$ cat src/rtl/c16_kbd_pkg.sv
// Shared types and constants for the C16 PS/2 keyboard event path.
// Event format: [10] toggle, [9] pressed, [8:0] scancode.
package c16_kbd_pkg;

  localparam logic [8:0] SC_LSHIFT = 9'h012;
  localparam logic [8:0] SC_RSHIFT = 9'h059;

  localparam int TOGGLE  = 10;
  localparam int PRESSED = 9;

  typedef enum logic [2:0] {
    S_IDLE,
    S_SH_DN,
    S_KEY_DN,
    S_HOLD,
    S_KEY_UP,
    S_SH_UP,
    S_GAP
  } inj_state_e;

  function automatic int max2(input int a, input int b);
    return (a > b) ? a : b;
  endfunction

endpackage

$ cat src/rtl/c16_key_fifo.sv
// Injected-key queue: synchronous FIFO with flush.
// Flush has priority over write and read in the same cycle.
module c16_key_fifo #(
  parameter int DEPTH = 16,
  parameter int WIDTH = 10
) (
  input  logic                     clk,
  input  logic                     rst,
  input  logic                     flush,
  input  logic                     wr_en,
  input  logic [WIDTH-1:0]         wr_data,
  input  logic                     rd_en,
  output logic [WIDTH-1:0]         rd_data,
  output logic                     full,
  output logic                     empty,
  output logic [$clog2(DEPTH):0]   count
);

  localparam int AW = $clog2(DEPTH);

  logic [WIDTH-1:0] mem_q [DEPTH];
  logic [AW-1:0]    wp_q, wp_d;
  logic [AW-1:0]    rp_q, rp_d;
  logic [AW:0]      cnt_q, cnt_d;
  logic             do_wr, do_rd;

  assign full    = (cnt_q == (AW+1)'(DEPTH));
  assign empty   = (cnt_q == '0);
  assign count   = cnt_q;
  assign rd_data = mem_q[rp_q];
  assign do_wr   = wr_en & ~full & ~flush;
  assign do_rd   = rd_en & ~empty & ~flush;

  always_comb begin
    wp_d  = wp_q + AW'(do_wr);
    rp_d  = rp_q + AW'(do_rd);
    cnt_d = cnt_q + (AW+1)'(do_wr) - (AW+1)'(do_rd);
    if (flush) begin
      wp_d  = '0;
      rp_d  = '0;
      cnt_d = '0;
    end
  end

  always_ff @(posedge clk or posedge rst) begin
    if (rst) begin
      wp_q  <= '0;
      rp_q  <= '0;
      cnt_q <= '0;
    end else begin
      wp_q  <= wp_d;
      rp_q  <= rp_d;
      cnt_q <= cnt_d;
    end
  end

  always_ff @(posedge clk) begin
    if (do_wr) mem_q[wp_q] <= wr_data;
  end

endmodule

$ cat src/rtl/c16_key_injector.sv
// Merges live PS/2 events with timed injected key sequences
// so the 50 Hz KERNAL scan sees every injected key.
module c16_key_injector
  import c16_kbd_pkg::*;
#(
  parameter int FIFO_DEPTH  = 16,
  parameter int HOLD_CYCLES = 1200000,
  parameter int GAP_CYCLES  = 1200000,
  parameter int MIN_SPACING = 4
) (
  input  logic        clk,
  input  logic        reset,
  input  logic [10:0] ps2_key_in,
  output logic [10:0] ps2_key_out,
  input  logic [9:0]  inj_data,
  input  logic        inj_valid,
  output logic        inj_ready,
  input  logic        inj_abort,
  output logic        busy
);

  localparam int CW  = $clog2(max2(max2(HOLD_CYCLES, GAP_CYCLES), 2));
  localparam int SPW = $clog2(max2(MIN_SPACING, 2));
  localparam int FAW = $clog2(FIFO_DEPTH);

  inj_state_e     state_q, state_d;
  logic [9:0]     cur_q, cur_d;
  logic [CW-1:0]  cnt_q, cnt_d;
  logic [SPW-1:0] sp_q, sp_d;
  logic [10:0]    out_q, out_d;
  logic           live_q, live_d;
  logic           abt_q, abt_d;

  logic           fifo_wr, fifo_rd;
  logic           fifo_full, fifo_empty;
  logic [9:0]     fifo_head;
  logic [FAW:0]   fifo_count;

  logic           live_ev, go, emit, emit_prs;
  logic [8:0]     emit_sc;

  assign fifo_wr   = inj_valid & inj_ready & ~inj_abort;
  assign inj_ready = ~fifo_full;
  assign busy      = (fifo_count != '0) || (state_q != S_IDLE);
  assign live_ev   = ps2_key_in[TOGGLE] ^ live_q;
  // Live traffic always owns the cycle it arrives in.
  assign go        = (sp_q == '0) & ~live_ev & ~inj_abort;
  assign ps2_key_out = out_q;

  c16_key_fifo #(
    .DEPTH (FIFO_DEPTH),
    .WIDTH (10)
  ) u_fifo (
    .clk     (clk),
    .rst     (reset),
    .flush   (inj_abort),
    .wr_en   (fifo_wr),
    .wr_data (inj_data),
    .rd_en   (fifo_rd),
    .rd_data (fifo_head),
    .full    (fifo_full),
    .empty   (fifo_empty),
    .count   (fifo_count)
  );

  always_ff @(posedge clk or posedge reset) begin
    if (reset) begin
      state_q <= S_IDLE;
      cur_q   <= '0;
      cnt_q   <= '0;
      sp_q    <= '0;
      out_q   <= '0;
      live_q  <= 1'b0;
      abt_q   <= 1'b0;
    end else begin
      state_q <= state_d;
      cur_q   <= cur_d;
      cnt_q   <= cnt_d;
      sp_q    <= sp_d;
      out_q   <= out_d;
      live_q  <= live_d;
      abt_q   <= abt_d;
    end
  end

  always_comb begin
    state_d = state_q;
    cur_d   = cur_q;
    abt_d   = abt_q;
    fifo_rd = 1'b0;
    cnt_d   = (cnt_q != '0) ? cnt_q - CW'(1) : '0;
    unique case (state_q)
      S_IDLE: begin
        abt_d = 1'b0;
        if (!fifo_empty && !inj_abort) begin
          fifo_rd = 1'b1;
          cur_d   = fifo_head;
          state_d = fifo_head[9] ? S_SH_DN : S_KEY_DN;
        end
      end
      S_SH_DN: begin
        if (inj_abort)  state_d = S_IDLE;
        else if (emit)  state_d = S_KEY_DN;
      end
      S_KEY_DN: begin
        if (inj_abort) begin
          abt_d   = 1'b1;
          state_d = cur_q[9] ? S_SH_UP : S_IDLE;
        end else if (emit) begin
          cnt_d   = CW'(HOLD_CYCLES - 1);
          state_d = S_HOLD;
        end
      end
      S_HOLD: begin
        if (inj_abort) begin
          abt_d   = 1'b1;
          state_d = S_KEY_UP;
        end else if (cnt_q == '0) begin
          state_d = S_KEY_UP;
        end
      end
      S_KEY_UP: begin
        if (inj_abort) begin
          abt_d = 1'b1;
        end else if (emit) begin
          if (cur_q[9]) begin
            state_d = S_SH_UP;
          end else if (abt_q) begin
            state_d = S_IDLE;
          end else begin
            cnt_d   = CW'(GAP_CYCLES - 1);
            state_d = S_GAP;
          end
        end
      end
      S_SH_UP: begin
        if (inj_abort) begin
          abt_d = 1'b1;
        end else if (emit) begin
          if (abt_q) begin
            state_d = S_IDLE;
          end else begin
            cnt_d   = CW'(GAP_CYCLES - 1);
            state_d = S_GAP;
          end
        end
      end
      S_GAP: begin
        if (inj_abort || cnt_q == '0) state_d = S_IDLE;
      end
      default: state_d = S_IDLE;
    endcase
  end

  always_comb begin
    emit     = 1'b0;
    emit_prs = 1'b0;
    emit_sc  = cur_q[8:0];
    unique case (state_q)
      S_SH_DN: begin
        emit     = go;
        emit_prs = 1'b1;
        emit_sc  = SC_LSHIFT;
      end
      S_KEY_DN: begin
        emit     = go;
        emit_prs = 1'b1;
      end
      S_KEY_UP: emit = go;
      S_SH_UP: begin
        emit    = go;
        emit_sc = SC_LSHIFT;
      end
      default: emit = 1'b0;
    endcase
  end

  always_comb begin
    live_d = ps2_key_in[TOGGLE];
    out_d  = out_q;
    sp_d   = (sp_q != '0) ? sp_q - SPW'(1) : '0;
    if (live_ev) begin
      out_d         = ps2_key_in;
      out_d[TOGGLE] = ~out_q[TOGGLE];
    end else if (emit) begin
      out_d[TOGGLE]  = ~out_q[TOGGLE];
      out_d[PRESSED] = emit_prs;
      out_d[8:0]     = emit_sc;
    end
    if (live_ev || emit) sp_d = SPW'(MIN_SPACING - 1);
  end

endmodule

$ cat config.mk
export PLATFORM = sky130hd
export DESIGN_NAME = c16_key_injector
export DESIGN_NICKNAME = d
export VERILOG_FILES = /design/src/rtl/c16_kbd_pkg.sv /design/src/rtl/c16_key_fifo.sv /design/src/rtl/c16_key_injector.sv
export SDC_FILE = /design/constraint.sdc
export NUM_CORES = 1
export LEC_CHECK = 0
export CORE_ASPECT_RATIO = 0.5
export CORE_MARGIN = 2
export CORE_UTILIZATION = 54
export DETAILED_ROUTE_END_ITERATION = 16
export PLACE_DENSITY = 0.75
export SETUP_SLACK_MARGIN = 0.1
export SLEW_MARGIN = 25
export SYNTH_ARGS = -nofsm -noshare
export SYNTH_HDL_FRONTEND = slang
export SYNTH_SLANG_ARGS = --single-unit
export TNS_END_PERCENT = 30
$ cat constraint.sdc
create_clock -name clk -period 2.9 [get_ports clk]
set_input_delay 0.29 -clock clk [delete_from_list [all_inputs] [get_ports clk]]
set_output_delay 0.29 -clock clk [all_outputs]
set_load 0.01 [all_outputs]
==> reports/metrics.csv <==
stage;metric;value;unit
floorplan;start_util;55.9;%
power_and_ir_drop;p_per_area;740;nW/um^2
layout;final_layout_size_suffix_gt1_share;22.1;%
worst_setup_path;cp_top_family;adder cells;
worst_setup_path;cp_cell_sequence;inv_2, ha_2, nor4b_4, or3_4, inv_2, ha_1, inv_1, ha_2, fa_2, a21oi_2, nor2_1, or3_1, a21oi_1;
global_routing;use_met1;30.1;%
global_routing;grt.busiest_layer;met2;
floorplan;rows;33;
drt;drt_first_iter_violations;503;
timing;skew;0.0145;ns
timing;hold_viol_final;0;
global_routing;grt_use_met2;33.7;%
worst_setup_path;worstPathRequired;3.31;ns
worst_setup_path;path_class;reg -> reg;
synth;synthArstFlopShare;27.9;%
floorplan;die_height;96.5;microns
synth;yosysSeqAreaShare;68.7;%
synth;synthFlopType;edfxtp_1;
worst_setup_path;r2r_setup_slack;0.22;ns
drt;drcViolationCount;0;
placement;globalplace.congestion;0.848;
worst_setup_path;endpoint;u_fifo.count[4];
timing;fmaxAchievable;373;MHz
drt;viasPerCell;5.82;
run;cap_violations;0;
layout;final-seq-area;6360;sq um
floorplan;core_area;16600;sq um
worst_setup_path;slowest_delay;0.40;ns
power_and_ir_drop;power_leakage;3.75;nW
synth;synth_cells;564;
floorplan;die_w;189;microns
worst_setup_path;r2r_start;u_fifo.count[2];
timing;rsz0062_at_grt;no;
placement;port_buffers;37;
cts;insertion_delay;0.50;ns
synth;synthTopCellsByCount;160 x edfxtp_1, 62 x dfrtp_1, 47 x mux4_2;
placement;placedCellCount;841;
drt;vias;5113;
layout;synthToLayoutAreaGrowth;17.1;%
synth;synth.area.top_cells;edfxtp_1 52%, dfrtp_1 17%, mux4_2 11%;
timing;tns;0;ns
global_routing;grt_pass1_vias;5061;
placement;hpwl;12.2;mm
worst_setup_path;start_kind;flip-flop;
drt;first_pass_iters;4;
timing;period_needed;2.68;ns
cts;tritoncts;done;
drt;wl_per_cell;21.0;microns
synth;synth_top_cell_by_area;edfxtp_1;
worst_setup_path;cp.arrival;3.09;ns
worst_setup_path;endpoint_kind;flip-flop;
cts;cts_buffers;20;
cts;clk_pin_slew;0.06;ns
global_routing;grt_pass1_wl;28.5;mm
global_routing;antenna_found_initial;0;
worst_setup_path;cp.depth;13;
worst_setup_path;critical_path.slowest_cell;dfrtp_1;
timing;maxSlewViolCount;0;
global_routing;globalRouteOverflowTotal;0;
cts;clk_path_buf_depth;3;
floorplan;io_pins;38;
layout;fin_nets;676;
synth;yosys.area.top_type_share;51.9;%
synth;syn_nets;602;
power_and_ir_drop;total_power;8.02;mW
layout;fin_util;65.4;%
global_routing;met3_usage;4.62;%
timing;relSlewSlack;43.3;%
worst_setup_path;worst-path-buf-inv;3;
layout;fill_cells;1118;
status;status;finished clean;
synth;synth.most_common_cell;edfxtp_1;
layout;final_area;10800;sq um
worst_hold_path;hp-class;in -> async;
cts;hold_buffers;0;
timing;post-route-period-util;92.4;%
cts;cts.sinks;222;
cts;cts-root-buf;clkbuf_16;
worst_setup_path;cp-startpoint;u_fifo.count[2];
worst_setup_path;cp_max_fo;2;
worst_setup_path;r2r-end;u_fifo.count[4];
synth;synth_area;9250;sq um
global_routing;grt_use_total;21.1;%
synth;synth-seq-cells;222;
floorplan;die-area;18300;sq um
layout;multi_input_area;2780;sq um
synth;synth_cell_types;49;
drt;antenna_left;0;
layout;finalNonFillerCells;878;
worst_setup_path;worst_r2r_path_depth;13;
global_routing;grt_max_degree;44;
synth;synth_edf_count;160;
timing;worst_pin_slew;0.850;ns
timing;setup_violations;0;
power_and_ir_drop;max-vdd-ir-drop;0.430;mV
layout;diodes;0;
drt;wl;18.5;mm
synth;syn_avg_cell_area;16.4;sq um
synth;yosysWarningCount;0;
placement;placed_area;10200;sq um
cts;cts.htree.levels;1;
-- worst min path at each step --
stage	end	slack [ns]	depth (start not counted)
after global routing	cnt_q[12]	0.19	2
after CTS	cnt_q[12]	0.14	2
final	cnt_q[16]	0.13	2
after global placement	ps2_key_out[10]	0.46	1
after floorplan	live_q	0.32	0
after detailed placement	ps2_key_out[10]	0.46	1
-- where the power goes --
| group | internal [mW] | total [mW] | switching [mW] | leakage (nW) |
|---|---|---|---|---|
| Clock | 1.53 | 2.63 | 1.10 | 0.320 |
| Sequential | 3.65 | 3.83 | 0.185 | 2.19 |
| Combinational | 0.810 | 1.56 | 0.747 | 1.24 |
-- worst register-to-register path: stages, from the launching register on --
cell	delay [ns]
dfrtp_1	0.40
inv_2	0.07
ha_2	0.18
nor4b_4	0.23
or3_4	0.19
inv_2	0.04
ha_1	0.26
inv_1	0.04
ha_2	0.18
fa_2	0.38
a21oi_2	0.12
nor2_1	0.06
or3_1	0.34
a21oi_1	0.14
-- sequential cells by signal, indices dropped and copies added (netlist names) --
register and count:
u_fifo.count 5, live_q 1, cnt_q 21, ps2_key_out 11, state_q 3, u_fifo.rp_q 4, u_fifo.mem_q 160, abt_q 1
u_fifo.wp_q 4, cur_q 10, sp_q 2
-- cell families after synthesis --
kind of cell | count (synthesis) | synth area share (%)
AND/OR/NAND/NOR | 132 | 7.52
adder cells (fa/ha/maj) | 13 | 1.84
flip-flops | 222 | 68.7
XOR/XNOR | 28 | 2.65
multiplexers | 61 | 13.1
buffers and inverters | 41 | 1.72
AO/OA/AOI/OAI | 67 | 4.45
-- area by class of cell --
type,count,area share (%)
sequential,222,58.7
inverter,16,0.554
clock buffer,28,5.17
timing repair buffer,77,6.42
tap,227,2.62
multi-input combinational,301,25.7
clock inverter,7,0.866
-- layer usage --
layer	wire (microns)	vias to the layer above
met5	0	-
met4	323	0
li1	-	2317
met3	1040	25
met2	8630	134
met1	8490	2637
-- repair_timing --
action                     4_1_cts  5_1_grt
resized for setup                0        4
buffers inserted                 0        2
setup endpoints to repair        0        1
-- stage by stage --
step	setup slack, ns	hold slack (ns)
global route	0.0717	0.188
global placement	0.0288	0.463
CTS	0.120	0.141
detailed placement	-0.00741	0.463
finish	0.222	0.129
floorplan	0.102	0.321
-- cell usage in the layout, fill, tap and decap left out, drive strengths merged, types with 8 or more instances in the layout --
cell type	synthesis	routed
edfxtp	160	160
dfrtp	62	62
mux4	47	47
buf	6	40
nor2	37	37
clkdlybuf4s50	0	37
o21ai	32	32
clkbuf	19	28
xnor2	22	22
nand2	22	22
inv	16	16
nor2b	13	13
nor3	13	13
ha	12	12
a21oi	11	11
mux2	10	10
nand3	9	9
nor4	8	8
(Power assumes the default switching activity.)
